File: config.mk
export PLATFORM = sky130hd
export DESIGN_NAME = branch_resolve_ctrl
export DESIGN_NICKNAME = d
export VERILOG_FILES = /design/src/rtl/riscv_branch_pkg.sv /design/src/rtl/branch_perf_counter.sv /design/src/rtl/branch_resolve_ctrl.sv
export SDC_FILE = /design/constraint.sdc
export NUM_CORES = 1
export LEC_CHECK = 0
export CAP_MARGIN = 20
export CELL_PAD_IN_SITES_DETAIL_PLACEMENT = 0
export CELL_PAD_IN_SITES_GLOBAL_PLACEMENT = 1
export CORE_MARGIN = 5
export CORE_UTILIZATION = 46
export CTS_CLUSTER_DIAMETER = 150
export DETAILED_ROUTE_END_ITERATION = 6
export DONT_BUFFER_PORTS = 1
export PLACE_DENSITY = 0.81
export SLEW_MARGIN = 20
export SYNTH_ARGS = -nofsm -noshare
export SYNTH_HDL_FRONTEND = slang
export SYNTH_SLANG_ARGS = --single-unit
File: constraint.sdc
create_clock -name clk_i -period 4.1 [get_ports clk_i]
set_input_delay 1.025 -clock clk_i [delete_from_list [all_inputs] [get_ports clk_i]]
set_output_delay 1.025 -clock clk_i [all_outputs]
set_load 0.01 [all_outputs]
File: src/rtl/riscv_branch_pkg.sv
// Shared branch definitions: funct3 encodings understood by branch_comparator,
// the resolve-controller state encoding and the sequential PC step.
package riscv_branch_pkg;

  localparam logic [2:0] FUNCT3_BEQ = 3'b000;
  localparam logic [2:0] FUNCT3_BNE = 3'b001;

  localparam int unsigned PC_STEP = 4;

  typedef enum logic [1:0] {
    ST_IDLE,
    ST_WAIT_OPS,
    ST_RESOLVE,
    ST_REDIRECT
  } br_state_e;

endpackage

File: src/rtl/branch_perf_counter.sv
// Saturating event counter for the branch perf CSRs; sticks at all-ones.
module branch_perf_counter #(
  parameter int unsigned WIDTH = 16
) (
  input  logic             clk_i,
  input  logic             rst_ni,
  input  logic             inc_i,
  output logic [WIDTH-1:0] count_o
);

  logic [WIDTH-1:0] count_d, count_q;

  always_comb begin
    count_d = count_q;
    if (inc_i && (count_q != '1)) count_d = count_q + WIDTH'(1);
  end

  // NOTE: flops use <= so every register samples pre-edge values, independent of block order.
  always_ff @(posedge clk_i) begin
    if (!rst_ni) count_q <= '0;
    else         count_q <= count_d;
  end

  assign count_o = count_q;

endmodule

File: src/rtl/branch_resolve_ctrl.sv
// EX-stage branch resolution sequencer: waits for operands, feeds the shared
// comparator, checks the BTFN guess and redirects fetch on a mispredict.
module branch_resolve_ctrl
  import riscv_branch_pkg::*;
#(
  parameter int unsigned DATA_WIDTH  = 32,
  parameter int unsigned COUNT_WIDTH = 16
) (
  input  logic                   clk_i,
  input  logic                   rst_ni,
  input  logic                   br_valid_i,
  output logic                   br_ready_o,
  input  logic [2:0]             br_funct3_i,
  input  logic [DATA_WIDTH-1:0]  br_pc_i,
  input  logic [DATA_WIDTH-1:0]  br_imm_i,
  input  logic [DATA_WIDTH-1:0]  rs1_data_i,
  input  logic [DATA_WIDTH-1:0]  rs2_data_i,
  input  logic                   rs1_ready_i,
  input  logic                   rs2_ready_i,
  output logic [DATA_WIDTH-1:0]  cmp_rs1_o,
  output logic [DATA_WIDTH-1:0]  cmp_rs2_o,
  output logic [2:0]             cmp_funct3_o,
  input  logic                   cmp_taken_i,
  output logic                   stall_o,
  output logic                   redirect_valid_o,
  output logic [DATA_WIDTH-1:0]  redirect_pc_o,
  input  logic                   redirect_ready_i,
  output logic                   flush_o,
  output logic                   resolved_o,
  input  logic                   kill_i,
  output logic [COUNT_WIDTH-1:0] br_count_o,
  output logic [COUNT_WIDTH-1:0] mispred_count_o
);

  br_state_e             state_d, state_q;
  logic [DATA_WIDTH-1:0] pc_d, pc_q, imm_d, imm_q;
  logic [2:0]            funct3_d, funct3_q, cmp_funct3_d, cmp_funct3_q;
  logic                  pred_d, pred_q;
  logic [DATA_WIDTH-1:0] cmp_rs1_d, cmp_rs1_q, cmp_rs2_d, cmp_rs2_q;
  logic [DATA_WIDTH-1:0] redirect_pc_d, redirect_pc_q;
  logic                  flush_d, flush_q, resolved_d, resolved_q;
  logic                  br_inc, mis_inc;
  logic [DATA_WIDTH-1:0] actual_pc;
  logic                  mispredict;

  // Address arithmetic wraps modulo 2^DATA_WIDTH by construction.
  assign actual_pc  = cmp_taken_i ? (pc_q + imm_q) : (pc_q + DATA_WIDTH'(PC_STEP));
  assign mispredict = cmp_taken_i ^ pred_q;

  // NOTE: every always_comb target is defaulted first, so no path can infer a latch.
  always_comb begin
    state_d       = state_q;
    pc_d          = pc_q;
    imm_d         = imm_q;
    funct3_d      = funct3_q;
    pred_d        = pred_q;
    cmp_rs1_d     = cmp_rs1_q;
    cmp_rs2_d     = cmp_rs2_q;
    cmp_funct3_d  = cmp_funct3_q;
    redirect_pc_d = redirect_pc_q;
    flush_d       = 1'b0;
    resolved_d    = 1'b0;
    br_inc        = 1'b0;
    mis_inc       = 1'b0;

    if (kill_i) begin
      state_d = ST_IDLE;
    end else begin
      unique case (state_q)
        ST_IDLE: begin
          if (br_valid_i) begin
            pc_d     = br_pc_i;
            imm_d    = br_imm_i;
            funct3_d = br_funct3_i;
            pred_d   = br_imm_i[DATA_WIDTH-1];  // backward taken, forward not taken
            state_d  = ST_WAIT_OPS;
          end
        end
        ST_WAIT_OPS: begin
          if (rs1_ready_i && rs2_ready_i) begin
            cmp_rs1_d    = rs1_data_i;
            cmp_rs2_d    = rs2_data_i;
            cmp_funct3_d = funct3_q;
            state_d      = ST_RESOLVE;
          end
        end
        ST_RESOLVE: begin
          br_inc = 1'b1;
          if (mispredict) begin
            mis_inc       = 1'b1;
            redirect_pc_d = actual_pc;
            flush_d       = 1'b1;
            state_d       = ST_REDIRECT;
          end else begin
            resolved_d = 1'b1;
            state_d    = ST_IDLE;
          end
        end
        ST_REDIRECT: begin
          if (redirect_ready_i) begin
            resolved_d = 1'b1;
            state_d    = ST_IDLE;
          end
        end
        default: state_d = ST_IDLE;
      endcase
    end
  end

  always_ff @(posedge clk_i) begin
    if (!rst_ni) begin
      state_q       <= ST_IDLE;
      pc_q          <= '0;
      imm_q         <= '0;
      funct3_q      <= '0;
      pred_q        <= 1'b0;
      cmp_rs1_q     <= '0;
      cmp_rs2_q     <= '0;
      cmp_funct3_q  <= '0;
      redirect_pc_q <= '0;
      flush_q       <= 1'b0;
      resolved_q    <= 1'b0;
    end else begin
      state_q       <= state_d;
      pc_q          <= pc_d;
      imm_q         <= imm_d;
      funct3_q      <= funct3_d;
      pred_q        <= pred_d;
      cmp_rs1_q     <= cmp_rs1_d;
      cmp_rs2_q     <= cmp_rs2_d;
      cmp_funct3_q  <= cmp_funct3_d;
      redirect_pc_q <= redirect_pc_d;
      flush_q       <= flush_d;
      resolved_q    <= resolved_d;
    end
  end

  branch_perf_counter #(.WIDTH(COUNT_WIDTH)) u_br_count (
    .clk_i   (clk_i),
    .rst_ni  (rst_ni),
    .inc_i   (br_inc),
    .count_o (br_count_o)
  );

  branch_perf_counter #(.WIDTH(COUNT_WIDTH)) u_mispred_count (
    .clk_i   (clk_i),
    .rst_ni  (rst_ni),
    .inc_i   (mis_inc),
    .count_o (mispred_count_o)
  );

  assign br_ready_o       = (state_q == ST_IDLE);
  assign stall_o          = (state_q != ST_IDLE);
  assign redirect_valid_o = (state_q == ST_REDIRECT);
  assign redirect_pc_o    = redirect_pc_q;
  assign flush_o          = flush_q;
  assign resolved_o       = resolved_q;
  assign cmp_rs1_o        = cmp_rs1_q;
  assign cmp_rs2_o        = cmp_rs2_q;
  assign cmp_funct3_o     = cmp_funct3_q;

endmodule

==> impl_results.md, run 1 <==
- Run status: completed
- Dpl ws: 0.863 ns
- TritonCTS clock tree: done
- Final Non-Filler Cells: 1465
- H-tree lvl count: 1
- Mean Syn Cell Area: 8.20 µm²
- Post-synthesis sequential area ratio: 0.408
- Largest family of logic cells by synthesized area: simple AND/OR/NAND/NOR gates
- Starting DRT DRC Count: 481
- Post-synth EDFFs: 0
- WP buf/inv: 0
- Detailed Place HPWL: 18100 µm
- Post-Place Cell Area: 0.0100 mm²
- Effective utilization at floorplan: 0.469
- Synth Instances: 1209
- Complex-gate fraction of the synthesized area: 0.217
- Antenna violations before repair: 0
- Xor/xnor share of the synthesized area: 0.0636
- Yosys reg bits: 202
- P_leak: 3.94 nW
- Antenna cells: 0
- Clock skew: 0.0137 ns
- Post-synth ARST share: 0
- Vias in the first global route: 7778
- Slew headroom: 0.515
- Primary FF master, synth: dfxtp_1
- Simple-gate share of the synthesized area: 0.225
- CP delay by family, top: compound AO/OA/AOI/OAI gates
- Clock root cell: clkbuf_16
- # rows: 53
- WL/cell: 17.6 µm
- Clk slew on worst S/H paths: 0.06 ns
- Fmax: 312 MHz
- Net count, final: 1346
- Final Hold Fails: 0
- Mux contribution to synthesized area: 0.00719
- CTS Sinks: 202
- Synthesis Warnings: 0
- First-pass GRT wire length: 41000 µm
- CP peak stage delay: 0.41 ns
- Worst EP required: 4.53 ns
- # IOs: 275
- Post-Route Setup TNS: 0 ns
- Data arrival time of the worst path: 3.63 ns
- Drt pass-1 iters: 4
- Critical path fanouts, max: 4
- Max stage delay cell, worst path: fa_1
- Share of cells above drive strength 1: 0.0555
- Post-CTS setup buffer count: 0
- DRC Markers: 0
- Vias: 8030
- Clock Tree Buf Depth: 3
- Die Width: 157 µm
- Post-synth cell types: 64
- Port bufs: 0
- Setup violators final: 0
- RSZ-0062 raised after global routing: false
- Die height: 157 µm
- Synth-to-layout area growth: 9.50%
- Final GP Congestion: 0.850
- Final instance area: 0.0109 mm²
- Max-cap violations: 0
- Final Slew Violations: 0
- Class of the worst hold path: flip-flop to flip-flop
- Critical Path Sink Type: flip-flop
- Cts bufs inserted: 24
- Largest net degree at the start of global routing: 206
- Post-route worst setup slack: 0.896 ns
- Synth Area in Adders: 0.0449
- Worst vdd rail ir drop: 265 µV
- Fin crit period: 3.20 ns
- GRT overflow: 0
- Cell Area, Synth: 0.00992 mm²
- Placed Cells: 1421
- Clk_lat worst skew: 0.52 ns
- Total track usage: 0.200
- Power Density: 410 mW/mm²
- Final worst path period share: 0.781
- Die Area: 0.0246 mm²
- CP startpoint kind: flip-flop
- Vias/cell: 5.48
- CTS Hold Bufs: 0
- Mapped Nets: 1383
- Routed Antenna Nets: 0
- Actual slew at the worst max-slew pin: 0.728 ns
- WL final: 25900 µm
- Post-cts resize count: 0
- Kind of critical path: flip-flop to flip-flop
- CP Cell Sequence: ha_1 -> fa_1 -> a21o_2 -> a221oi_2 -> a221o_2 -> a31oi_4 -> a41oi_4 -> o21a_4 -> o21ai_0 -> nand3_1 -> mux2_2 -> a21oi_1
- Area of the core: 0.0212 mm²
## metal layers
metal | routed length, µm | global-route usage | vias up
met1 | 11300 | 0.260 | 3706
met3 | 2380 | 0.0650 | 38
met5 | 0 | 0.00198 | -
met2 | 11700 | 0.325 | 227
li1 | - | - | 4059
met4 | 550 | 0.0483 | 0
## kinds of logic (layout without fill, tap and decap cells)
kind of cell	after synthesis	in the layout
buf+inv	83	64
flops	202	202
simple gates	510	510
compound gates	300	300
xor+xnor	72	72
fa+ha+maj	35	35
mux	7	7
## tightest hold or removal path: stages (launching register included)
cell,delay (ns)
dfxtp_1,0.31
nand2_1,0.05
a21boi_0,0.06
## through the flow
step	total power, mW	util	hold slack, ns
6_report	4.45	0.513	0.461
5_1_grt	4.62	0.513	0.483
4_1_cts	4.51	0.513	0.466
3_5_place_dp	2.31	0.474	0.457
3_3_place_gp	2.31	0.474	0.451
2_1_floorplan	2.28	-	0.441
## cells in the final DEF (no fill, tap or decap), types with 12 or more instances in the layout
master       n
a21boi_0   146
a21oi_1     47
and2_1      28
clkbuf_16   25
dfxtp_1    202
ha_1        34
inv_1       13
nand2_1    327
nand3_1     32
nand4_1     12
nor2_1      44
nor2b_1     13
nor3_1      12
o21ai_0     38
xnor2_1     42
xor2_1      30
## path summary, 6_finish.rpt
check | cells after the start | start | endpoint | slack [ns]
max | 12 | pc_q[0]$_SDFFE_PN0P_ | redirect_pc_o[24]$_SDFFE_PN0P_ | 0.90
min | 2 | funct3_q[2]$_SDFFE_PN0P_ | cmp_funct3_o[2]$_SDFFE_PN0P_ | 0.46
min reg2reg | 2 | funct3_q[2]$_SDFFE_PN0P_ | cmp_funct3_o[2]$_SDFFE_PN0P_ | 0.46
max reg2reg | 12 | pc_q[0]$_SDFFE_PN0P_ | redirect_pc_o[24]$_SDFFE_PN0P_ | 0.90
## state kept, by name, indices dropped and copies added (netlist names), 3 cells and up
register,flops
u_br_count.count_o,16
cmp_rs1_o,32
cmp_rs2_o,32
funct3_q,3
redirect_pc_o,32
pc_q,32
imm_q,32
u_mispred_count.count_o,16
cmp_funct3_o,3
## synthesized netlist by cell type, types with 8 or more instances
| cell type | number | area (µm²) |
|---|---|---|
| and2_1 | 28 | 175 |
| or3_1 | 8 | 50.1 |
| nand2_1 | 327 | 1230 |
| ha_1 | 34 | 425 |
| nor3_1 | 13 | 65.1 |
| clkbuf_1 | 61 | 229 |
| a21oi_1 | 47 | 235 |
| inv_1 | 13 | 48.8 |
| nor2b_1 | 13 | 81.3 |
| a21boi_0 | 146 | 1100 |
| a221oi_1 | 10 | 87.6 |
| xor2_1 | 30 | 263 |
| nor2_1 | 45 | 169 |
| nand4_1 | 12 | 75.1 |
| xnor2_1 | 42 | 368 |
| and3_1 | 11 | 68.8 |
| nand3_1 | 32 | 160 |
| dfxtp_1 | 202 | 4040 |
| o21ai_0 | 38 | 190 |
## where the power goes
group / internal [mW] / switching, mW / total, mW / leakage, nW
logic: 0.0989 / 0.123 / 0.222 / 1.90
registers: 2.00 / 0.0411 / 2.04 / 1.63
clock network: 1.35 / 0.839 / 2.19 / 0.410
## final cells by class
type / instances / area (µm²)
clock inverter: 8 / 97.6
fill: 2079 / 10300
multi-input combinational: 924 / 5550
tap: 275 / 344
clock buffer: 36 / 727
timing repair buffer: 7 / 52.6
sequential: 202 / 4040
inverter: 13 / 48.8
No activity file was read; power rests on OpenSTA's default activity.
==> run 2: changes to the inputs <==
- clock period: 4.1 -> 3.33 ns (I/O delays scaled with it)
==> run 2 against run 1 <==
Clock skew is 0.0045 ns lower. First-iteration DRC count is 17% higher. Non-clock buffer count is 5 higher. Count of clock-buffer cells in the layout shrank 1. Via count increased by 0.37%. Combinational power is 26% higher. Critical path depth is the same. Die area did not move. Setup slack worse by 0.64 ns. Largest cell class unchanged.
==> impl_results.md, run 2 (synthesis results as in run 1) <==
- Worst R2R Start: pc_q[0]$_SDFFE_PN0P_ (unchanged)
- Worst-case reg-to-reg path depth: 12 (unchanged)
- Vias in the first global route: 7728 (was 7778)
- Post-cts resize count: 0 (unchanged)
- Run status: completed (unchanged)
- Clock Tree Buf Depth: 3 (unchanged)
- Max stage delay cell, worst path: fa_1 (unchanged)
- CTS Hold Bufs: 0 (unchanged)
- Final GP Congestion: 0.862 (was 0.850)
- WL/cell: 17.8 µm (was 17.6 µm)
- # rows: 53 (unchanged)
- CTS Sinks: 202 (unchanged)
- Share of cells above drive strength 1: 0.0579 (was 0.0555)
- Clk slew on worst S/H paths: 0.06 ns (about the same)
- Die Area: 0.0246 mm² (unchanged)
- Starting DRT DRC Count: 563 (was 481)
- Largest net degree at the start of global routing: 206 (unchanged)
- Class of the worst hold path: flip-flop to flip-flop (unchanged)
- Register-to-register setup slack: 0.25 ns (was 0.90 ns)
- CP Cell Sequence: ha_1 -> fa_1 -> a21o_2 -> a221oi_2 -> a221o_2 -> a31oi_4 -> a41oi_4 -> o21a_4 -> o21ai_0 -> nand3_1 -> mux2_2 -> a21oi_1 (unchanged)
- P_leak: 3.96 nW (was 3.94 nW)
- TritonCTS clock tree: done (unchanged)
- Max-cap violations: 0 (unchanged)
- WL final: 26100 µm (was 25900 µm)
- Detailed Place HPWL: 18200 µm (was 18100 µm)
- Net count, final: 1351 (was 1346)
- CP peak stage delay: 0.41 ns (about the same)
- Final worst path period share: 0.924 (was 0.781)
- Tot Pwr: 5.44 mW (was 4.45 mW)
- GRT overflow: 0 (unchanged)
- Power Density: 500 mW/mm² (was 410 mW/mm²)
- Fin crit period: 3.08 ns (was 3.20 ns)
- Fmax: 325 MHz (was 312 MHz)
- Cts bufs inserted: 24 (unchanged)
- Vias/cell: 5.49 (was 5.48)
- Critical path fanouts, max: 4 (unchanged)
- Port bufs: 0 (unchanged)
- First-pass GRT wire length: 40700 µm (was 41000 µm)
- Most common cell after layout, fill and taps aside: nand2_1 (unchanged)
- Post-Route Setup TNS: 0 ns (unchanged)
- Critical path endpoint: redirect_pc_o[24]$_SDFFE_PN0P_ (unchanged)
- Setup violators final: 0 (unchanged)
- Most frequent cells in the layout: 327 x nand2_1, 202 x dfxtp_1, 146 x a21boi_0, 47 x a21oi_1, 44 x nor2_1 (unchanged)
- Worst vdd rail ir drop: 381 µV (was 265 µV)
- Filler cells: 2068 (was 2079)
- Routed Antenna Nets: 0 (unchanged)
- Worst EP required: 3.77 ns (was 4.53 ns)
- Vias: 8060 (was 8030)
- Antenna violations before repair: 0 (unchanged)
- Clock root cell: clkbuf_16 (unchanged)
- Clk_lat worst skew: 0.51 ns (was 0.52 ns)
- Synth-to-layout area growth: 9.83% (was 9.50%)
- Die Width: 157 µm (unchanged)
- Data arrival time of the worst path: 3.52 ns (was 3.63 ns)
- Clock skew: 0.00924 ns (was 0.0137 ns)
- DRC Markers: 0 (unchanged)
- CP startpoint kind: flip-flop (unchanged)
- Die height: 157 µm (unchanged)
- Multi-input gate area: 0.00555 mm² (unchanged)
- Final Slew Violations: 0 (unchanged)
- Final Hold Fails: 0 (unchanged)
- CP startpoint: pc_q[0]$_SDFFE_PN0P_ (unchanged)
- WP buf/inv: 0 (unchanged)
- WP depth: 12 (unchanged)
- Drt pass-1 iters: 7 (was 4)
- Critical Path Sink Type: flip-flop (unchanged)
- H-tree lvl count: 1 (unchanged)
- Actual slew at the worst max-slew pin: 0.708 ns (was 0.728 ns)
- Post-CTS setup buffer count: 0 (unchanged)
- RSZ-0062 raised after global routing: false (unchanged)
- Register area: 0.00404 mm² (unchanged)
- Slew headroom: 0.528 (was 0.515)
- Effective utilization at floorplan: 0.469 (unchanged)
- Kind of critical path: flip-flop to flip-flop (unchanged)
- Total track usage: 0.199 (was 0.200)
- Area of the core: 0.0212 mm² (unchanged)
- CP delay by family, top: compound AO/OA/AOI/OAI gates (unchanged)
- Antenna cells: 0 (unchanged)
- # IOs: 275 (unchanged)
- Reg-to-Reg End: redirect_pc_o[24]$_SDFFE_PN0P_ (unchanged)
## run 2: cell count changes in the layout (fill, tap and decap cells not counted)
cell / before / now
inv_6: 1 / 0
clkbuf_1: 5 / 4
clkinv_2: 4 / 3
buf_12: 0 / 1
buf_4: 7 / 11
## run 2: cell type report
class / count / share of cell area
clock buffer: 35 / 0.0664
clock inverter: 6 / 0.00770
inverter: 13 / 0.00448
multi-input combinational: 924 / 0.509
sequential: 202 / 0.371
tap: 275 / 0.0316
timing repair buffer: 12 / 0.00942
## run 2: report_power, final
part           internal, mW  leakage, nW  switching (mW)
clock network          1.65        0.400           0.999
registers              2.46         1.63          0.0486
logic                 0.125         1.93           0.155
## run 2: how the worst min path moves through the flow
stage / startpoint / end / slack (ns) / cells past startpoint
after CTS: rst_ni / u_mispred_count.count_o[7]$_SDFFE_PN0P_ / 0.44 / 1
after global routing: rs2_data_i[8] / cmp_rs2_o[8]$_SDFFE_PN0P_ / 0.45 / 2
after floorplan: funct3_q[0]$_SDFFE_PN0P_ / cmp_funct3_o[0]$_SDFFE_PN0P_ / 0.44 / 2
after detailed placement: funct3_q[0]$_SDFFE_PN0P_ / cmp_funct3_o[0]$_SDFFE_PN0P_ / 0.46 / 2
final: imm_q[0]$_SDFFE_PN0P_ / imm_q[0]$_SDFFE_PN0P_ / 0.47 / 2
after global placement: funct3_q[1]$_SDFFE_PN0P_ / cmp_funct3_o[1]$_SDFFE_PN0P_ / 0.45 / 2
## run 2: per-stage QoR
step                 util  hold WS [ns]  area, µm²  worst slack [ns]  cells
floorplan               -         0.441       9920             0.418   1209
global placement    0.477         0.450      10100             0.303   1426
detailed placement  0.477         0.457      10100             0.259   1426
CTS                 0.515         0.439      10900             0.256   1467
global route        0.515         0.446      10900            0.0631   1467
finish              0.515         0.468      10900             0.252   1467
## run 2: layer usage
metal,share of wire,global-route usage
met1,0.44,0.262
met5,0,0
met2,0.45,0.318
met4,0.024,0.0504
met3,0.086,0.0647
## run 2: worst min-delay path: cells and delay by family (launching register included)
| family | cells | cell delay (ns) |
|---|---|---|
| AOI/OAI and AO/OA | 1 | 0.06 |
| and+or+nand+nor | 1 | 0.05 |
| DFF | 1 | 0.31 |
